--- config.mk ---
export PLATFORM = sky130hd
export DESIGN_NAME = rom_port_arbiter
export DESIGN_NICKNAME = d
export VERILOG_FILES = /design/src/rtl/rom_port_arbiter_pkg.sv /design/src/rtl/rom_port_rrsel.sv /design/src/rtl/rom_port_arbiter.sv
export SDC_FILE = /design/constraint.sdc
export NUM_CORES = 1
export LEC_CHECK = 0
export ABC_AREA = 1
export BUFFER_PORTS_ARGS = -buffer_cell sky130_fd_sc_hd__clkbuf_2
export CAP_MARGIN = 25
export CORE_ASPECT_RATIO = 1.1
export CORE_UTILIZATION = 45
export CTS_CLUSTER_SIZE = 30
export DETAILED_ROUTE_END_ITERATION = 12
export PLACE_DENSITY = 0.78
export SLEW_MARGIN = 40
export SYNTH_ARGS = -nofsm -noshare
export SYNTH_HDL_FRONTEND = slang
export SYNTH_SLANG_ARGS = --single-unit
--- constraint.sdc ---
create_clock -name CL -period 3.35 [get_ports CL]
set_clock_uncertainty 0.05 [all_clocks]
set_input_delay 0.335 -clock CL [delete_from_list [all_inputs] [get_ports CL]]
set_output_delay 0.335 -clock CL [all_outputs]
set_load 0.02 [all_outputs]
--- src/rtl/rom_port_arbiter_pkg.sv ---
// Shared encodings for the ROM port arbiter: FSM states, requester slots,
// round-robin memory encoding and default widths.
package rom_port_arbiter_pkg;

  localparam int AW_DEF   = 18;
  localparam int DW_DEF   = 8;
  localparam int WDOG_DEF = 255;

  // Grant vectors are one-hot, indexed by these slots
  localparam int REQ_DL  = 0;
  localparam int REQ_CPU = 1;
  localparam int REQ_VID = 2;
  localparam int REQ_N   = 3;

  localparam logic RR_CPU = 1'b0;
  localparam logic RR_VID = 1'b1;

  typedef enum logic [1:0] {
    ST_IDLE  = 2'd0,
    ST_ISSUE = 2'd1,
    ST_RESP  = 2'd2
  } arb_state_t;

endpackage

--- src/rtl/rom_port_rrsel.sv ---
// Combinational requester selector: download wins outright, CPU and video
// alternate on a tie according to who was granted last.
module rom_port_rrsel
  import rom_port_arbiter_pkg::*;
(
  input  logic             req_dl,
  input  logic             req_cpu,
  input  logic             req_vid,
  input  logic             rr_last,
  output logic [REQ_N-1:0] grant
);

  always_comb begin
    grant = '0;
    if (req_dl) begin
      grant[REQ_DL] = 1'b1;
    end else if (req_cpu && req_vid) begin
      if (rr_last == RR_VID) grant[REQ_CPU] = 1'b1;
      else                   grant[REQ_VID] = 1'b1;
    end else if (req_cpu) begin
      grant[REQ_CPU] = 1'b1;
    end else if (req_vid) begin
      grant[REQ_VID] = 1'b1;
    end
  end

endmodule

--- src/rtl/rom_port_arbiter.sv ---
// Shares one ROM/SDRAM byte port between download writes, CPU reads and video
// reads. Define ROMARB_HITCACHE_EN to add one-entry CPU/video read caches.
module rom_port_arbiter
  import rom_port_arbiter_pkg::*;
#(
  parameter int AW       = AW_DEF,
  parameter int DW       = DW_DEF,
  parameter int WDOG_CYC = WDOG_DEF
) (
  input  logic          CL,
  input  logic          RESET,
  input  logic          dl_req,
  input  logic [AW-1:0] dl_ad,
  input  logic [DW-1:0] dl_wd,
  output logic          dl_ack,
  input  logic          cpu_req,
  input  logic [AW-1:0] cpu_ad,
  output logic          cpu_ack,
  output logic [DW-1:0] cpu_rd,
  input  logic          vid_req,
  input  logic [AW-1:0] vid_ad,
  output logic          vid_ack,
  output logic [DW-1:0] vid_rd,
  output logic          mem_req,
  output logic          mem_we,
  output logic [AW-1:0] mem_ad,
  output logic [DW-1:0] mem_wd,
  input  logic          mem_ack,
  input  logic [DW-1:0] mem_rd,
  output logic          err
);

  localparam logic [7:0] WDOG_LAST = 8'(WDOG_CYC - 1);

  arb_state_t       state, state_nxt;
  logic [REQ_N-1:0] grant, gnt_q;
  logic             rr_last;
  logic [7:0]       wdog;
  logic             take, go_mem, done_ok, abort;
  logic [AW-1:0]    sel_ad;

  rom_port_rrsel u_rrsel (
    .req_dl (dl_req),
    .req_cpu(cpu_req),
    .req_vid(vid_req),
    .rr_last(rr_last),
    .grant  (grant)
  );

`ifdef ROMARB_HITCACHE_EN
  logic [AW-1:0] cpu_tag, vid_tag;
  logic [DW-1:0] cpu_cd, vid_cd;
  logic          cpu_cv, vid_cv;
  logic          cache_hit;

  assign cache_hit = (grant[REQ_CPU] && cpu_cv && (cpu_ad == cpu_tag)) ||
                     (grant[REQ_VID] && vid_cv && (vid_ad == vid_tag));
  assign go_mem    = take & ~cache_hit;
`else
  assign go_mem    = take;
`endif

  always_comb begin
    sel_ad = dl_ad;
    if (grant[REQ_CPU])      sel_ad = cpu_ad;
    else if (grant[REQ_VID]) sel_ad = vid_ad;
  end

  always_comb begin
    state_nxt = state;
    take      = 1'b0;
    done_ok   = 1'b0;
    abort     = 1'b0;
    case (state)
      ST_IDLE: begin
        if (|grant) begin
          take = 1'b1;
`ifdef ROMARB_HITCACHE_EN
          state_nxt = cache_hit ? ST_RESP : ST_ISSUE;
`else
          state_nxt = ST_ISSUE;
`endif
        end
      end
      ST_ISSUE: begin
        // A completion on the last allowed cycle still counts as success
        if (mem_ack) begin
          done_ok   = 1'b1;
          state_nxt = ST_RESP;
        end else if (wdog == WDOG_LAST) begin
          abort     = 1'b1;
          state_nxt = ST_RESP;
        end
      end
      ST_RESP: state_nxt = ST_IDLE;
      default: state_nxt = ST_IDLE;
    endcase
  end

  always_ff @(posedge CL or posedge RESET) begin
    if (RESET) state <= ST_IDLE;
    else       state <= state_nxt;
  end

  always_ff @(posedge CL or posedge RESET) begin
    if (RESET) begin
      dl_ack  <= 1'b0;
      cpu_ack <= 1'b0;
      vid_ack <= 1'b0;
      err     <= 1'b0;
      cpu_rd  <= '0;
      vid_rd  <= '0;
      mem_req <= 1'b0;
      mem_we  <= 1'b0;
      mem_ad  <= '0;
      mem_wd  <= '0;
      gnt_q   <= '0;
      rr_last <= RR_VID;
      wdog    <= '0;
`ifdef ROMARB_HITCACHE_EN
      cpu_tag <= '0;
      vid_tag <= '0;
      cpu_cd  <= '0;
      vid_cd  <= '0;
      cpu_cv  <= 1'b0;
      vid_cv  <= 1'b0;
`endif
    end else begin
      dl_ack  <= 1'b0;
      cpu_ack <= 1'b0;
      vid_ack <= 1'b0;
      err     <= 1'b0;

      if (take) gnt_q <= grant;

      if (go_mem) begin
        mem_req <= 1'b1;
        mem_we  <= grant[REQ_DL];
        mem_ad  <= sel_ad;
        mem_wd  <= dl_wd;
        if (grant[REQ_CPU]) rr_last <= RR_CPU;
        if (grant[REQ_VID]) rr_last <= RR_VID;
      end

`ifdef ROMARB_HITCACHE_EN
      // Hits answer straight from the cache and leave round-robin untouched
      if (take && cache_hit) begin
        cpu_ack <= grant[REQ_CPU];
        vid_ack <= grant[REQ_VID];
        if (grant[REQ_CPU]) cpu_rd <= cpu_cd;
        if (grant[REQ_VID]) vid_rd <= vid_cd;
      end
      if (take && grant[REQ_DL]) begin
        cpu_cv <= 1'b0;
        vid_cv <= 1'b0;
      end
`endif

      if (done_ok || abort) begin
        mem_req <= 1'b0;
        dl_ack  <= gnt_q[REQ_DL];
        cpu_ack <= gnt_q[REQ_CPU];
        vid_ack <= gnt_q[REQ_VID];
        err     <= abort;
        if (gnt_q[REQ_CPU]) cpu_rd <= done_ok ? mem_rd : '1;
        if (gnt_q[REQ_VID]) vid_rd <= done_ok ? mem_rd : '1;
`ifdef ROMARB_HITCACHE_EN
        if (done_ok && gnt_q[REQ_CPU]) begin
          cpu_tag <= mem_ad;
          cpu_cd  <= mem_rd;
          cpu_cv  <= 1'b1;
        end
        if (done_ok && gnt_q[REQ_VID]) begin
          vid_tag <= mem_ad;
          vid_cd  <= mem_rd;
          vid_cv  <= 1'b1;
        end
`endif
      end else if (state == ST_ISSUE) begin
        wdog <= wdog + 8'd1;
      end

      if (state == ST_RESP) wdog <= '0;
    end
  end

endmodule
Word level (Yosys, flattened, before mapping)
Index checks and enable logic that the tools add are counted.
{ "totals": {"out_inout_bits": 48, "ff_bits": 62, "mem_bits_ro": 0, "ramBits": 0, "wordCells": 66, "n_memories": 0, "latch_bits": 0} }
{ "classes": {"shift": 0, "addsub": 1, "mul": 0, "n_reduce_logical": 12, "div": 0, "eq_ne": 6, "n_mux": 33, "bitwise_logic": 0, "order_cmp": 0} }
{ "op_table": {"columns": ["operator", "count"], "rows": [
  ["two-way mux 18 bit", 2],
  ["two-way mux 8 bit", 4],
  ["two-way mux 1 bit", 21],
  ["two-way mux 2 bit", 5],
  ["AND reduction 2 bit", 5],
  ["adder 8 x 1 -> 8 bit (second input constant)", 1],
  ["== test 8 bit (second input constant)", 1],
  ["nonzero test 2 bit", 3],
  ["case mux 2 bit (2 select lines)", 1],
  ["!= test 3 bit (second input constant)", 1],
  ["OR reduction 3 bit", 1],
  ["== test 2 x 1 -> 1 bit (second input constant)", 1],
  ["== test 2 bit (second input constant)", 1],
  ["zero test 2 bit", 1],
  ["!= test 2 x 1 -> 1 bit (second input constant)", 1],
  ["!= test 2 bit (second input constant)", 1],
  ["logical AND 1 bit", 1],
  ["logical OR 1 bit", 1]
]} }

Logic depth before layout (Yosys ltp)
Gate-level depths: netlist of run 1.
{ "logic_depth": {"ltp_word": 9, "depth_mapped": 10, "ltp_nobuf": 10} }

Hierarchy
A second synthesis of run 1 with hierarchy kept.
{ "hier_totals": {"hier_cells": 367, "area_unflattened_um2": 2956.6} }
{ "modules_own_cells": {"columns": ["mod", "area_per_inst_um2", "instances", "cells_per_inst"], "rows": [
  ["rom_port_arbiter", 2915.3, 1, 357],
  ["rom_port_rrsel", 41.3, 1, 10]
]} }

Worst setup path before layout of run 1
OpenSTA, ideal clock, no wires.
{ "synth_timing": {"path_kind": "register -> register", "startpoint": "register state[1]", "endpoint": "register cpu_rd[0]", "path_stages_with_launch": 11, "path_slack_ns": 1.833, "period_less_slack_ns": 1.517, "required_ns": 3.177, "arrival_ns": 1.344, "path_cell_list": "dfrtp_1 inv_1 ha_1 inv_1 nor2_1 nand3_4 nand2_4 nand2_4 buf_6 nand2_1 o21ai_1"} }
{ "synth_via": {"elab_chain_cells": 4} }
{ "synth_rtl": {"columns": ["element", "line_no", "rtl"], "rows": [
  ["from (decl)", "rom_port_arbiter.sv:35", "arb_state_t state, state_nxt;"],
  ["from (signal assigned)", "rom_port_arbiter.sv:102", "else state <= state_nxt;"],
  ["== test 2 x 1 -> 1 bit *", "rom_port_arbiter.sv:74", "case (state)"],
  ["two-way mux 1 bit", "rom_port_arbiter.sv:74", null],
  ["logical OR 1 bit", "rom_port_arbiter.sv:159", "if (done_ok || abort) begin"],
  ["AND reduction 2 bit (no line)", null, null],
  ["to (signal assigned)", "rom_port_arbiter.sv:165", "if (gnt_q[REQ_CPU]) cpu_rd <= done_ok ? mem_rd : '1;"],
  ["to (decl)", "rom_port_arbiter.sv:19", "output logic [DW-1:0] cpu_rd,"]
]} }
Every way passes the cells marked *; elsewhere a longest branch is shown, timed or not.
A chain may end at the register's enable or synchronous reset.

Final worst setup path of run 1
{ "layout_timing": {"startpoint": "register rr_last", "endpoint": "register mem_ad[15]"} }
{ "layout_via": {"elab_chain_cells": 6} }
{ "layout_rtl": {"columns": ["element", "line_no", "rtl"], "rows": [
  ["from (decl)", "rom_port_arbiter.sv:37", "logic rr_last;"],
  ["from (signal assigned)", "rom_port_arbiter.sv:118", "rr_last <= RR_VID;"],
  ["from (signal assigned)", "rom_port_arbiter.sv:141", "if (grant[REQ_CPU]) rr_last <= RR_CPU;"],
  ["from (signal assigned)", "rom_port_arbiter.sv:142", "if (grant[REQ_VID]) rr_last <= RR_VID;"],
  ["two-way mux 1 bit", "rom_port_rrsel.sv:18", "if (rr_last == RR_VID) grant[REQ_CPU] = 1'b1;"],
  ["two-way mux 2 bit *", "rom_port_rrsel.sv:17", "end else if (req_cpu && req_vid) begin"],
  ["two-way mux 2 bit *", "rom_port_rrsel.sv:15", "if (req_dl) begin"],
  ["OR reduction 3 bit", "rom_port_arbiter.sv:76", "if (|grant) begin"],
  ["two-way mux 1 bit", "rom_port_arbiter.sv:76", null],
  ["two-way mux 1 bit", "rom_port_arbiter.sv:74", null],
  ["to (signal assigned)", "rom_port_arbiter.sv:139", "mem_ad <= sel_ad;"],
  ["to (decl)", "rom_port_arbiter.sv:26", "output logic [AW-1:0] mem_ad,"]
]} }
Marked as above.

==> flow_summary.ini, run 1 <==
[status]
status = complete, no violations

[route]
drt_wl_total_mm = 7.21
viasPerCell = 4.92
drc = 0
drt_first_pass_iters = 4
ant_nets = 0
vias = 2862
drt_iter0_drc = 140
wl_per_cell_um = 12.4

[power_and_ir_drop]
combPwrFrac_pct = 42.8
p_seq_share_pct = 35.0
leakage_nw = 2.20
swShare_pct = 42.9
vdd_drop_max_uv = 415
pwr-share-clk_pct = 22.2
p_per_area_nw_per_um2 = 944
p_total_mw = 3.64
p_sw_mw = 1.56
p_int_mw = 2.08

[setup_path]
cp_max_fo = 21
crit_start = rr_last
cpPeakStageDelay_ns = 0.55
critPathKind = flip-flop to flip-flop
endpoint_kind = flip-flop
start_kind = flip-flop
worstPathRequired_ns = 3.57
cpMostUsedCell = nand2_1
r2r_start = rr_last
path_cells = nand2_1, nand3_1, inv_2, nand2_1, nand2_1, nand2_1, a21oi_1
crit_arrival_ns = 2.24
worst_path_max_delay_cell = nand3_1

[finish]
fin_nets = 578
final_common_cell = nand2_1
layout-drive-gt1-share_pct = 31.3
area_growth_pct = 30.8
instances_no_fill = 582
final_cell_mix = 151 x nand2_1, 123 x clkbuf_2, 60 x dfrtp_1
design_area_um2 = 3860
diodes = 0

[logic_synthesis]
synth_cells = 375
synth_area_per_cell_um2 = 7.87
synth_nets = 456
synth_edf_count = 0
synthArstFlopShare_pct = 100
yosysWarnings = 0
yosysSeqAreaShare_pct = 51.8
syn_area_um2 = 2950
synthDistinctLibCells = 24
ys_seq_elements = 61
synthFlopType = dfrtp_1

[grt]
grt_antenna_before_repair = 0
grt_pass1_vias = 2599
grt_pass1_wl_mm = 11.7
overflow = 0
grt_max_degree = 52
grtUsageTotal_pct = 22.4

[clock_network]
clock_latency_ns = 0.34
cts-htree-levels = 3
clock-sinks = 61
clkTransAtPathRegs_ns = 0.08
clock_path_buffers = 2
cts_buffers = 9
cts_tree = yes
cts_setup_buffers = 0
post_cts_resized = 0
cts-root-buf = clkbuf_8
ctsHoldBuffers = 0

[timing]
fin_crit_sh_pct = 60.3
finalMaxSlewViolations = 0
fin_setup_tns_ns = 0
hold_violations = 0
min_period_ns = 2.02
fmax_mhz = 495
setup_viol_count_final = 0
worst_pin_slew_ns = 0.792
rsz0062_at_grt = no
slew_headroom_pct = 47.1

[hold_path]
hold_class = input port to async pin

[floorplan]
die_h_um = 86.9
core_um2 = 6270
fp.dieW_um = 79.2
num_rows = 30
ios = 124
dieArea_um2 = 6890
start_util_pct = 47.1

[placed_design]
gp_congestion = 0.819
dp_cells = 566
io_buffer_count = 123
placed_cell_area_um2 = 3610
place_hpwl_mm = 5.13

[flow_run]
maxCapViolations = 0
## critical path: cells and delay by family (launching register included)
| kind | cells | cell delay, ns |
|---|---|---|
| compound gates | 1 | 0.17 |
| flops | 1 | 0.38 |
| buf+inv | 1 | 0.52 |
| simple gates | 5 | 0.83 |
## per-layer routing
| layer | vias to the layer above | GRT usage, % | routed length (um) |
|---|---|---|---|
| met4 | 0 | 10.4 | 174 |
| met2 | 101 | 37.2 | 3540 |
| met5 | - | 0 | 0 |
| met1 | 1321 | 27.1 | 3100 |
| li1 | 1426 | - | - |
| met3 | 14 | 6.07 | 395 |
## area by class of cell
class | instances | area (um^2)
fillers | 560 | 2410
flip-flops and latches | 61 | 1530
multi-input cells | 277 | 1270
repair buffers | 125 | 631
clock buffers | 9 | 124
clock inverters | 7 | 123
well taps | 80 | 100
inverters | 23 | 88.8
## sequential cells by signal, indices dropped and copies added (netlist names), 2 cells and up
register  cells
state         2
wdog          8
mem_wd        8
gnt_q         3
vid_rd        8
mem_ad       18
cpu_rd        8
## kinds of logic after synthesis
kind of cell	after synthesis	synth area share, %
DFF	61	51.8
xor gates and xnor gates	4	1.19
and+or+nand+nor	205	28.7
buffers and inverters	37	5.51
AOI/OAI and AO/OA	63	10.8
adders and majority gates	5	2.12
## power by group through the flow
| stage | registers, mW | clock network, mW | logic (mW) |
|---|---|---|---|
| after floorplan | 1.58 | 0 | 0.755 |
| after global placement | 1.27 | 0 | 1.54 |
| after detailed placement | 1.28 | 0 | 1.57 |
| after CTS | 1.27 | 0.819 | 1.58 |
| after global routing | 1.31 | 0.854 | 1.73 |
| final | 1.28 | 0.807 | 1.56 |
## synthesized netlist by cell type, types with 2 or more instances
cell type / n / area (um^2)
a21oi_1: 37 / 185
buf_2: 7 / 35.0
buf_6: 2 / 22.5
clkbuf_1: 4 / 15.0
dfrtp_1: 60 / 1500
ha_1: 5 / 62.6
inv_1: 19 / 71.3
inv_2: 4 / 15.0
nand2_1: 151 / 567
nand2_2: 2 / 12.5
nand2_4: 4 / 45.0
nand3_1: 10 / 50.1
nor2_1: 33 / 124
nor2_2: 2 / 12.5
o21ai_0: 7 / 35.0
o21ai_1: 18 / 90.1
xnor2_1: 2 / 17.5
xor2_1: 2 / 17.5
## per-stage QoR
step	utilization (%)	setup WS [ns]	hold WS, ns
finish	61.6	1.33	0.00784
global route	61.6	1.10	0.0548
CTS	61.5	1.27	0.0282
detailed placement	57.6	1.27	0.406
global placement	57.5	1.30	0.417
floorplan	-	1.45	0.395
## final timing paths
check | end | cells past startpoint | slack, ns
max | mem_ad[15] | 7 | 1.33
min | mem_ad[12] | 2 | 0.008
max reg2reg | mem_ad[15] | 7 | 1.33
min reg2reg | mem_wd[2] | 2 | 0.44
max in group asynchronous | rr_last | 3 | 2.55
min in group CL | mem_wd[0] | 3 | 0.14
Note: power is estimated with default switching activity, not from simulation.
==> inputs of run 2 (changes only) <==
CORE_UTILIZATION = 43   (was 45)
clock period = 1.73 ns   (was 3.35 ns; I/O delays follow)
==> flow_summary.ini, run 2 (same netlist as run 1, synthesis figures left out) <==
[setup_path]
rr_worst_depth = 10
start_kind = flip-flop
endpoint = wdog[7]
endpoint_kind = flip-flop
crit_start = state[1]
critPathKind = flip-flop to flip-flop
timing.rr.end = wdog[7]
crit_arrival_ns = 1.81
r2r_setup_slack_ns = 0.14
worstPathRequired_ns = 1.95
r2r_start = state[1]
cp_max_fo = 8

[timing]
fin_setup_tns_ns = 0
hold_violations = 0
fmax_mhz = 630
worst_pin_slew_ns = 0.565
slew_headroom_pct = 62.3
min_period_ns = 1.59
setup_slack_ns = 0.143
finalMaxSlewViolations = 0
setup_viol_count_final = 0
rsz0062_at_grt = no
fin_crit_sh_pct = 91.7

[finish]
layout-drive-gt1-share_pct = 31.7
fill_cells = 602
largest_reg_flops = 18
post-route-util_pct = 60.1
area_growth_pct = 34.2
final_cell_mix = 151 x nand2_1, 123 x clkbuf_2, 60 x dfrtp_1
fin_nets = 593
design_area_um2 = 3960
diodes = 0
final_common_cell = nand2_1
largest-register = mem_ad

[power_and_ir_drop]
vdd_drop_max_uv = 836
p_seq_share_pct = 36.3
p_total_mw = 6.81
p_sw_mw = 3.03
swShare_pct = 44.4
p_int_mw = 3.79
leakage_nw = 2.25
pwr-share-clk_pct = 18.4
p_per_area_nw_per_um2 = 1720
combPwrFrac_pct = 45.3

[grt]
grt_use_met3_pct = 6.22
top_usage_layer = met2
grt_antenna_before_repair = 0
overflow = 0
grt_max_degree = 28
use_met2_pct = 37.7
grt_pass1_wl_mm = 12.0
grtUsageMet1_pct = 24.9
grt_pass1_vias = 2800
grtUsageTotal_pct = 22.0

[route]
ant_nets = 0
vias = 2841
drt_first_pass_iters = 4
wl_per_cell_um = 12.2
drc = 0
drt_iter0_drc = 114
drt_wl_total_mm = 7.29
viasPerCell = 4.74

[placed_design]
pre_cts_ws_ns = 0.117
io_buffer_count = 123
gp_congestion = 0.807
placed_cell_area_um2 = 3670
place_hpwl_mm = 5.28

[flow_run]
maxCapViolations = 0

[clock_network]
clkTransAtPathRegs_ns = 0.08
cts-root-buf = clkbuf_8
cts-htree-levels = 3
cts_tree = yes
cts_buffers = 9
cts_setup_buffers = 0
clock_latency_ns = 0.34
clock-sinks = 61
clock_path_buffers = 2

[floorplan]
start_util_pct = 44.8
ios = 124
fp.dieW_um = 81.0
dieArea_um2 = 7200
core_um2 = 6590
num_rows = 31
die_h_um = 88.9

[status]
status = complete, no violations

[hold_path]
hold_class = input port to flip-flop
[run 2: changes by cell type in the layout (fill, tap and decap cells not counted), sizes merged]
cell,before,now
bufinv,3,1
buf,2,8
clkinv,1,4
inv,24,23
dlygate4sd3,0,9
[run 2: routing by layer]
metal | routed length [um] | up-vias
met5 | 0 | -
met4 | 148 | 0
met3 | 471 | 13
met2 | 3660 | 108
met1 | 3020 | 1266
li1 | - | 1454
[run 2: worst min-delay path by stage]
stage               startpoint          to  slack (ns)  depth (start not counted)
detailed placement       RESET  mem_ad[12]        0.21                          2
global route         mem_rd[0]   cpu_rd[0]        0.05                          3
finish               mem_rd[0]   cpu_rd[0]        0.06                          3
floorplan                RESET     cpu_ack        0.23                          1
global placement         RESET  mem_ad[12]        0.20                          2
CTS                  mem_rd[0]   cpu_rd[0]        0.04                          3
[run 2: final cells by class]
cell class / count / area [um^2] / area share [%]
clock buffer: 9 / 124 / 3.13
sequential: 61 / 1530 / 38.6
tap: 82 / 103 / 2.59
clock inverter: 7 / 73.8 / 1.86
inverter: 23 / 90.1 / 2.27
timing repair buffer: 140 / 778 / 19.7
multi-input combinational: 277 / 1260 / 31.9
[run 2: through the flow]
| stage | hold slack [ns] | cells |
|---|---|---|
| global route | 0.0469 | 599 |
| CTS | 0.0426 | 599 |
| detailed placement | 0.210 | 574 |
| finish | 0.0592 | 599 |
| global placement | 0.196 | 574 |
| floorplan | 0.233 | 375 |
[run 2: worst max-delay path: stages (launching register included)]
cell	delay, ns
dfrtp_1	0.40
inv_1	0.09
ha_1	0.16
inv_1	0.06
nor2_2	0.14
nand3_4	0.11
nand2_4	0.12
nand2_2	0.12
nand2_4	0.13
nand2_1	0.07
nand2_1	0.07
[run 2: what timing repair did]
action | CTS | global route
endpoints found under the setup margin | 0 | 8
hold buffers | 9 | 0
hold endpoints to repair | 30 | 0
gates resized for setup | 0 | 1
[run 2: power groups by stage]
| stage | registers, mW | clock network [mW] | logic [mW] |
|---|---|---|---|
| 2_1_floorplan | 3.06 | 0 | 1.46 |
| 5_1_grt | 2.55 | 1.35 | 3.46 |
| 3_3_place_gp | 2.47 | 0 | 2.99 |
| 6_report | 2.47 | 1.26 | 3.09 |
| 3_5_place_dp | 2.47 | 0 | 3.10 |
| 4_1_cts | 2.47 | 1.29 | 3.11 |
